**src/rtl/elevator_pkg.sv**
```systemverilog
// Shared elevator controller constants: floor count, floor index width and
// the default LED minimum on-time used by the call request latch.
package elevator_pkg;

  localparam int unsigned NUM_FLOORS     = 4;
  localparam int unsigned FLOOR_W        = 2;
  localparam int unsigned STRETCH_CYCLES = 250;
  localparam int unsigned CNT_W          = 8;

  typedef logic [FLOOR_W-1:0] floor_t;

endpackage

```
**src/rtl/pulse_stretcher.sv**
```systemverilog
// Single-channel minimum on-time generator: a load arms a down-counter and an
// active flag that stays set for STRETCH_CYCLES ticks.
module pulse_stretcher #(
  parameter int unsigned STRETCH_CYCLES = 250,
  parameter int unsigned CNT_W          = 8
) (
  input  logic clk,
  input  logic rst,
  input  logic load,
  input  logic tick,
  output logic active,
  output logic active_next
);

  logic [CNT_W-1:0] cnt;
  logic [CNT_W-1:0] cnt_next;

  always_comb begin
    cnt_next    = cnt;
    active_next = active;
    if (load) begin
      cnt_next    = CNT_W'(STRETCH_CYCLES - 1);
      active_next = 1'b1;
    end else if (active && tick) begin
      // Terminal count drops the flag instead of wrapping the counter.
      if (cnt == '0) active_next = 1'b0;
      else           cnt_next    = cnt - CNT_W'(1);
    end
  end

  always_ff @(posedge clk or negedge rst) begin
    if (!rst) begin
      cnt    <= '0;
      active <= 1'b0;
    end else begin
      cnt    <= cnt_next;
      active <= active_next;
    end
  end

endmodule

```
**src/rtl/call_request_latch.sv**
```systemverilog
// Holds per-floor call requests from edge-detected button pulses, drives the
// call LEDs with a minimum lit time and reports the pending set.
module call_request_latch #(
  parameter int unsigned NUM_FLOORS     = elevator_pkg::NUM_FLOORS,
  parameter int unsigned FLOOR_W        = elevator_pkg::FLOOR_W,
  parameter int unsigned STRETCH_CYCLES = elevator_pkg::STRETCH_CYCLES,
  parameter int unsigned CNT_W          = elevator_pkg::CNT_W
) (
  input  logic                  clk,
  input  logic                  rst,
  input  logic [NUM_FLOORS-1:0] req_pulse,
  input  logic                  clear_valid,
  input  logic [FLOOR_W-1:0]    clear_floor,
  output logic [NUM_FLOORS-1:0] pending,
  output logic [NUM_FLOORS-1:0] led,
  output logic                  any_pending,
  output logic [FLOOR_W-1:0]    lowest_pending,
  output logic                  ack_pulse
);

  logic [NUM_FLOORS-1:0] clr;
  logic [NUM_FLOORS-1:0] load;
  logic [NUM_FLOORS-1:0] pending_next;
  logic [NUM_FLOORS-1:0] st_next;
  logic [NUM_FLOORS-1:0] st_unused;
  logic                  ack_next;

  // Out-of-range clear_floor matches no channel, so it is ignored naturally.
  always_comb begin
    clr          = '0;
    load         = '0;
    pending_next = '0;
    ack_next     = 1'b0;
    for (int unsigned i = 0; i < NUM_FLOORS; i++) begin
      clr[i]          = clear_valid && (clear_floor == FLOOR_W'(i));
      load[i]         = req_pulse[i] && !clr[i];
      pending_next[i] = clr[i] ? 1'b0 : (pending[i] | req_pulse[i]);
      if (load[i] && !pending[i]) ack_next = 1'b1;
    end
  end

  for (genvar g = 0; g < NUM_FLOORS; g++) begin : g_stretch
    pulse_stretcher #(
      .STRETCH_CYCLES (STRETCH_CYCLES),
      .CNT_W          (CNT_W)
    ) u_stretch (
      .clk         (clk),
      .rst         (rst),
      .load        (load[g]),
      .tick        (1'b1),
      .active      (st_unused[g]),
      .active_next (st_next[g])
    );
  end

  always_ff @(posedge clk or negedge rst) begin
    if (!rst) begin
      pending   <= '0;
      led       <= '0;
      ack_pulse <= 1'b0;
    end else begin
      pending   <= pending_next;
      led       <= pending_next | st_next;
      ack_pulse <= ack_next;
    end
  end

  assign any_pending = |pending;

  // Scan from the top so the lowest set bit is the one that sticks.
  always_comb begin
    lowest_pending = '0;
    for (int unsigned i = NUM_FLOORS; i > 0; i--) begin
      if (pending[i-1]) lowest_pending = FLOOR_W'(i - 1);
    end
  end

endmodule

```
**config.mk**
```make
export PLATFORM = sky130hd
export DESIGN_NAME = call_request_latch
export DESIGN_NICKNAME = d
export VERILOG_FILES = /design/src/rtl/elevator_pkg.sv /design/src/rtl/pulse_stretcher.sv /design/src/rtl/call_request_latch.sv
export SDC_FILE = /design/constraint.sdc
export NUM_CORES = 1
export LEC_CHECK = 0
export ABC_AREA = 0
export CELL_PAD_IN_SITES_DETAIL_PLACEMENT = 1
export CELL_PAD_IN_SITES_GLOBAL_PLACEMENT = 1
export CORE_UTILIZATION = 30
export DETAILED_ROUTE_END_ITERATION = 8
export HOLD_SLACK_MARGIN = 0.05
export PLACE_DENSITY = 0.66
export SLEW_MARGIN = 0
export SYNTH_ARGS = -nofsm -noshare
export SYNTH_HDL_FRONTEND = slang
export SYNTH_SLANG_ARGS = --single-unit
export TNS_END_PERCENT = 5
```
**constraint.sdc**
```tcl
create_clock -name clk -period 2 [get_ports clk]
set_clock_uncertainty 0.05 [all_clocks]
set_input_delay 0.4 -clock clk [delete_from_list [all_inputs] [get_ports clk]]
set_output_delay 0.4 -clock clk [all_outputs]
set_load 0.02 [all_outputs]
```
# Word-level counts from Yosys, hierarchy flattened
# Cells that the tools add are included.
# W data, S select, Z words.
[totals] reg_bits=45 in_bits=9 output_inout_bits=12 elab_cells=97
[classes] add_sub_neg=4 n_eq_ne=7 muxes=36 n_bitwise=5 reduce_logical=34
[op_table] operator="$mux W8" n=12
[op_table] operator="$logic_not A8 Y1" n=4
[op_table] operator="$sub A8 B1 Y8 const B" n=4
[op_table] operator="$mux W1" n=20
[op_table] operator="$logic_and A1 B1 Y1" n=12
[op_table] operator="$logic_not A1 Y1" n=8
[op_table] operator="$mux W2" n=4
[op_table] operator="$ne A2 B1 Y1 const B" n=4
[op_table] operator="$reduce_and A2 Y1" n=4
[op_table] operator="$reduce_bool A2 Y1" n=4
[op_table] operator="$eq A2 B2 Y1 const B" n=2
[op_table] operator="$or A1 B1 Y1" n=4
[op_table] operator="$or A4 B4 Y4" n=1
[op_table] operator="$reduce_or A4 Y1" n=1
[op_table] operator="$eq A2 B1 Y1 const B" n=1
[op_table] operator="$logic_not A2 Y1" n=1

# Longest topological paths before layout
[logic_depth] depth_word=9 depth_mapped=5 ltp_nobuf=5

# Modules after synthesis
# Synthesis repeated with hierarchy kept, for this count alone.
[unflattened] hier_cells=255 area_unflattened_um2=2577.5
[modules_own_cells] mod="pulse_stretcher" n_inst=4 cells_per_inst=54 area_each_um2=544.3 seq_area_each_um2=225.2
[modules_own_cells] mod="call_request_latch" n_inst=1 cells_per_inst=39 area_each_um2=400.4 seq_area_each_um2=225.2

# Worst setup path after synthesis
# No wires, ideal clock.
[synth_path] path_type="flip-flop to flip-flop" from="register g_stretch[1].u_stretch.cnt[0]" to="register g_stretch[1].u_stretch.cnt[1]" setup_ns=0.128 arrival_time_ns=1.654 required_time_ns=1.822 slack_ns=0.168 stages_incl_launch_ff=6 path_buffers=0 synth_period_minus_slack_ns=1.832 cell_sequence="dfrtp_1 -> inv_1 -> ha_1 -> or4b_1 -> o21ai_2 -> mux2_1"
[synth_between] elab_chain_len=4 elab_cells_between_ends=7 classes_between="1 x add/sub; 1 x eq/ne; 3 x mux; 2 x reduce/logical"
[synth_rtl] item="from (decl)" line="pulse_stretcher.sv:15" text="logic [CNT_W-1:0] cnt;"
[synth_rtl] item="from (signal assigned)" line="pulse_stretcher.sv:36" text="cnt <= cnt_next;"
[synth_rtl] item="$sub A8 B1 Y8" line="pulse_stretcher.sv:27" text="else cnt_next = cnt - CNT_W'(1);"
[synth_rtl] item="$mux W8" line="pulse_stretcher.sv:26" text="if (cnt == '0) active_next = 1'b0;"
[synth_rtl] item="$mux W8" line="pulse_stretcher.sv:24" text="end else if (active && tick) begin"
[synth_rtl] item="$mux W8" line="pulse_stretcher.sv:21" text="if (load) begin"
# Several ways; a longest one is shown, not always the timed one. The select of a mux whose other input is x is not followed.
# A chain may end at the register's enable or synchronous reset.

# Final worst setup path
[layout_path] from="register pending[1]" to="output port pending[1]"
[layout_rtl] item="from (decl)" line="call_request_latch.sv:14" text="output logic [NUM_FLOORS-1:0] pending,"
[layout_rtl] item="from (signal assigned)" line="call_request_latch.sv:62" text="pending <= pending_next;"
# No word-level cell between the ends.

==> results.cfg <==
[final_layout]
most-common-layout-cells = dfrtp_1, a21oi_1, nand3_1, nand2_1, clkdlybuf4s50_1
stdcell_area_sq_mm = 0.00289
drive_gt1_share_pct = 10.4
syn2layout_area_growth_pct = 21.7
final_common_cell = dfrtp_1
multi_input_area_sq_mm = 0.00119
antenna_cells = 0
nNetsFinal = 285
seq_area_sq_mm = 0.00113
fill_cells = 898

[worst_setup_path]
critPathKind = reg -> out
cp.required_ns = 1.55
crit_family = buffers and inverters
slowest_stage = clkdlybuf4s50_1
rrSetupSlack_ns = 0.13
worstSetupEndpointType = output pin
slowest_delay_ns = 0.60
worstSetupStartpointType = flip-flop
path_max_fanout = 4
cp_data_arrival_time_ns = 1.46
worst-path-buf-inv = 2
crit_path_cell_trace = buf_4 -> clkdlybuf4s50_1

[clock_network]
cts_root_buffer = clkbuf_8
clk_path_buf_depth = 2
clkTransAtPathRegs_ns = 0.09
clk_latency_ns = 0.30
cts.sinks = 45
tritoncts = built
numCtsBuffers = 5
cts_setup_buffers = 0
htree_levels = 2

[grt]
globalRouteTotalUtil_pct = 14.1
grt_pass1_vias = 1960
globalRouteOverflowTotal = 0
grt_antenna_before_repair = 0
grt_pass1_wl_um = 9360
grt_max_degree = 22

[drt]
ant_nets = 0
drt_iter0_markers = 58
wl_per_cell_um = 14.4
vias = 1918
viasPerCell = 5.17
drc_errors = 0
drt_pass1_iterations = 4
wl_um = 5350

[timing]
finalSetupViolCount = 0
clock.fmax_mhz = 524
worst_slack_ns = 0.0907
max-slew-margin-rel_pct = 57.0
hold_viol_final = 0
drv_slew = 0
hold_slack_ns = 0.508
tns_ns = 0
period_share_pct = 95.5
period_minus_slack_ns = 1.91
worstMarginPinSlew_ns = 0.639
rsz0062_at_grt = no

[power_and_ir_drop]
total_power_mw = 2.11
pwr-share-comb_pct = 16.1
seq_power_share_pct = 49.7
switching_share_pct = 27.5
power.leakage_nw = 1.05
power.internal_mw = 1.53
power.density_mw_per_mm2 = 729
pwr-share-clk_pct = 34.2
ir_worst_vdd_mv = 0.312
p_sw_mw = 0.581

[logic_synthesis]
yosys_warnings = 0
syn_nets = 250
syn_avg_cell_area_sq_um = 10.2
ys_types = 44
synth_top_area_share_pct = 47.4
synth_area_leaders = dfrtp_1, ha_1, a21oi_1
netlist_instances = 233
yosys.area.top_type = dfrtp_1
synth.ff_latch_count = 45
syn_area_sq_mm = 0.00238
seq_area_frac_synth_pct = 47.4

[floorplanning]
io_pins = 21
dieArea_sq_mm = 0.00828
die_w_um = 91.0
start_util_pct = 30.9
fp.dieH_um = 91.0
placeableCoreArea_sq_mm = 0.00769
num_rows = 32

[place]
io_buffer_count = 20
globalplace.congestion = 0.792
hpwl_um = 4070
placed_area_sq_mm = 0.00276
pre_cts_ws_ns = 0.103

[hold_path]
worstHoldPathType = reg -> reg

[outcome]
outcome = finished clean

[job]
drv_cap = 0
-- worst register-to-register path, delay by kind of cell, from the launching register on --
family / cells / cell delay (ns)
AO/OA/AOI/OAI: 1 / 0.16
adder cells (fa/ha/maj): 1 / 0.20
flip-flops: 1 / 0.41
buffers and inverters: 1 / 0.11
multiplexers: 1 / 0.33
AND/OR/NAND/NOR: 1 / 0.51
-- logic make-up after synthesis --
kind of cell | count (synthesis) | synth area share [%]
fa+ha+maj | 8 | 4.21
flops | 45 | 47.4
buf+inv | 16 | 2.58
mux | 7 | 3.11
compound gates | 66 | 19.7
simple gates | 91 | 23.0
-- sequential cells by signal, indices dropped and copies added (netlist names) --
register,count
g_stretch.u_stretch.cnt,32
g_stretch.u_stretch.active,4
led,4
pending,4
ack_pulse,1
-- path summary, 6_finish.rpt --
kind	to	depth (start not counted)	from
min	g_stretch[1].u_stretch.cnt[7]	1	g_stretch[1].u_stretch.cnt[7]
max reg2reg	g_stretch[1].u_stretch.cnt[1]	5	g_stretch[1].u_stretch.cnt[0]
max	pending[1]	2	pending[1]
min reg2reg	g_stretch[1].u_stretch.cnt[7]	1	g_stretch[1].u_stretch.cnt[7]
max in group asynchronous	pending[1]	3	rst
min in group asynchronous	g_stretch[2].u_stretch.cnt[1]	2	rst
-- area by class of cell --
cell class	count	share of cell area, %
timing repair buffer	31	9.56
tap	102	4.41
clock buffer	6	2.86
inverter	13	1.69
sequential	45	38.9
clock inverter	2	1.30
multi-input combinational	172	41.2
-- cell usage after synthesis, drive strengths merged --
| master | instances |
|---|---|
| dfrtp | 45 |
| a21oi | 19 |
| nand3 | 18 |
| o21ai | 17 |
| nand2 | 16 |
| inv | 13 |
| or4 | 11 |
| ha | 8 |
| nand3b | 8 |
| nor2 | 7 |
| a2111o | 6 |
| o21a | 6 |
| or3 | 5 |
| mux2i | 4 |
| nand2b | 4 |
| or3b | 4 |
| or4b | 4 |
| a211o | 3 |
| a21boi | 3 |
| mux2 | 3 |
| nor2b | 3 |
| nor4 | 3 |
| o311ai | 3 |
| clkbuf | 2 |
| nor3b | 2 |
| o211ai | 2 |
| o41ai | 2 |
| or2 | 2 |
| a211oi | 1 |
| a21bo | 1 |
| a21o | 1 |
| and2 | 1 |
| buf | 1 |
| nand4 | 1 |
| nor3 | 1 |
| nor4bb | 1 |
| o2111ai | 1 |
| o31ai | 1 |
-- power by group through the flow --
stage	clock, mW	combinational [mW]	sequential, mW
floorplan	0	0.209	1.05
global placement	0	0.333	1.06
detailed placement	0	0.344	1.07
CTS	0.746	0.347	1.05
global route	0.782	0.389	1.06
finish	0.720	0.339	1.05
-- layer usage --
metal	wire [um]	global-route usage, %	share of wire [%]	vias to the layer above
met3	136	3.43	2.5	6
li1	-	-	-	948
met1	2560	17.6	48	947
met5	0	0	0	-
met4	56	3.17	1.0	0
met2	2600	24.7	49	17
-- stage by stage --
step | cells | util (%)
5_1_grt | 371 | 37.6
4_1_cts | 371 | 37.6
3_3_place_gp | 362 | 35.9
2_1_floorplan | 233 | -
6_report | 371 | 37.6
3_5_place_dp | 362 | 35.9
-- timing repair --
action | 4_1_cts | 5_1_grt
gates cloned | 0 | 0
setup endpoints to repair | 3 | 1
gates resized for setup | 3 | 1
endpoints found under the hold margin | 19 | 0
hold buffers | 1 | 0
(Power assumes the default switching activity.)
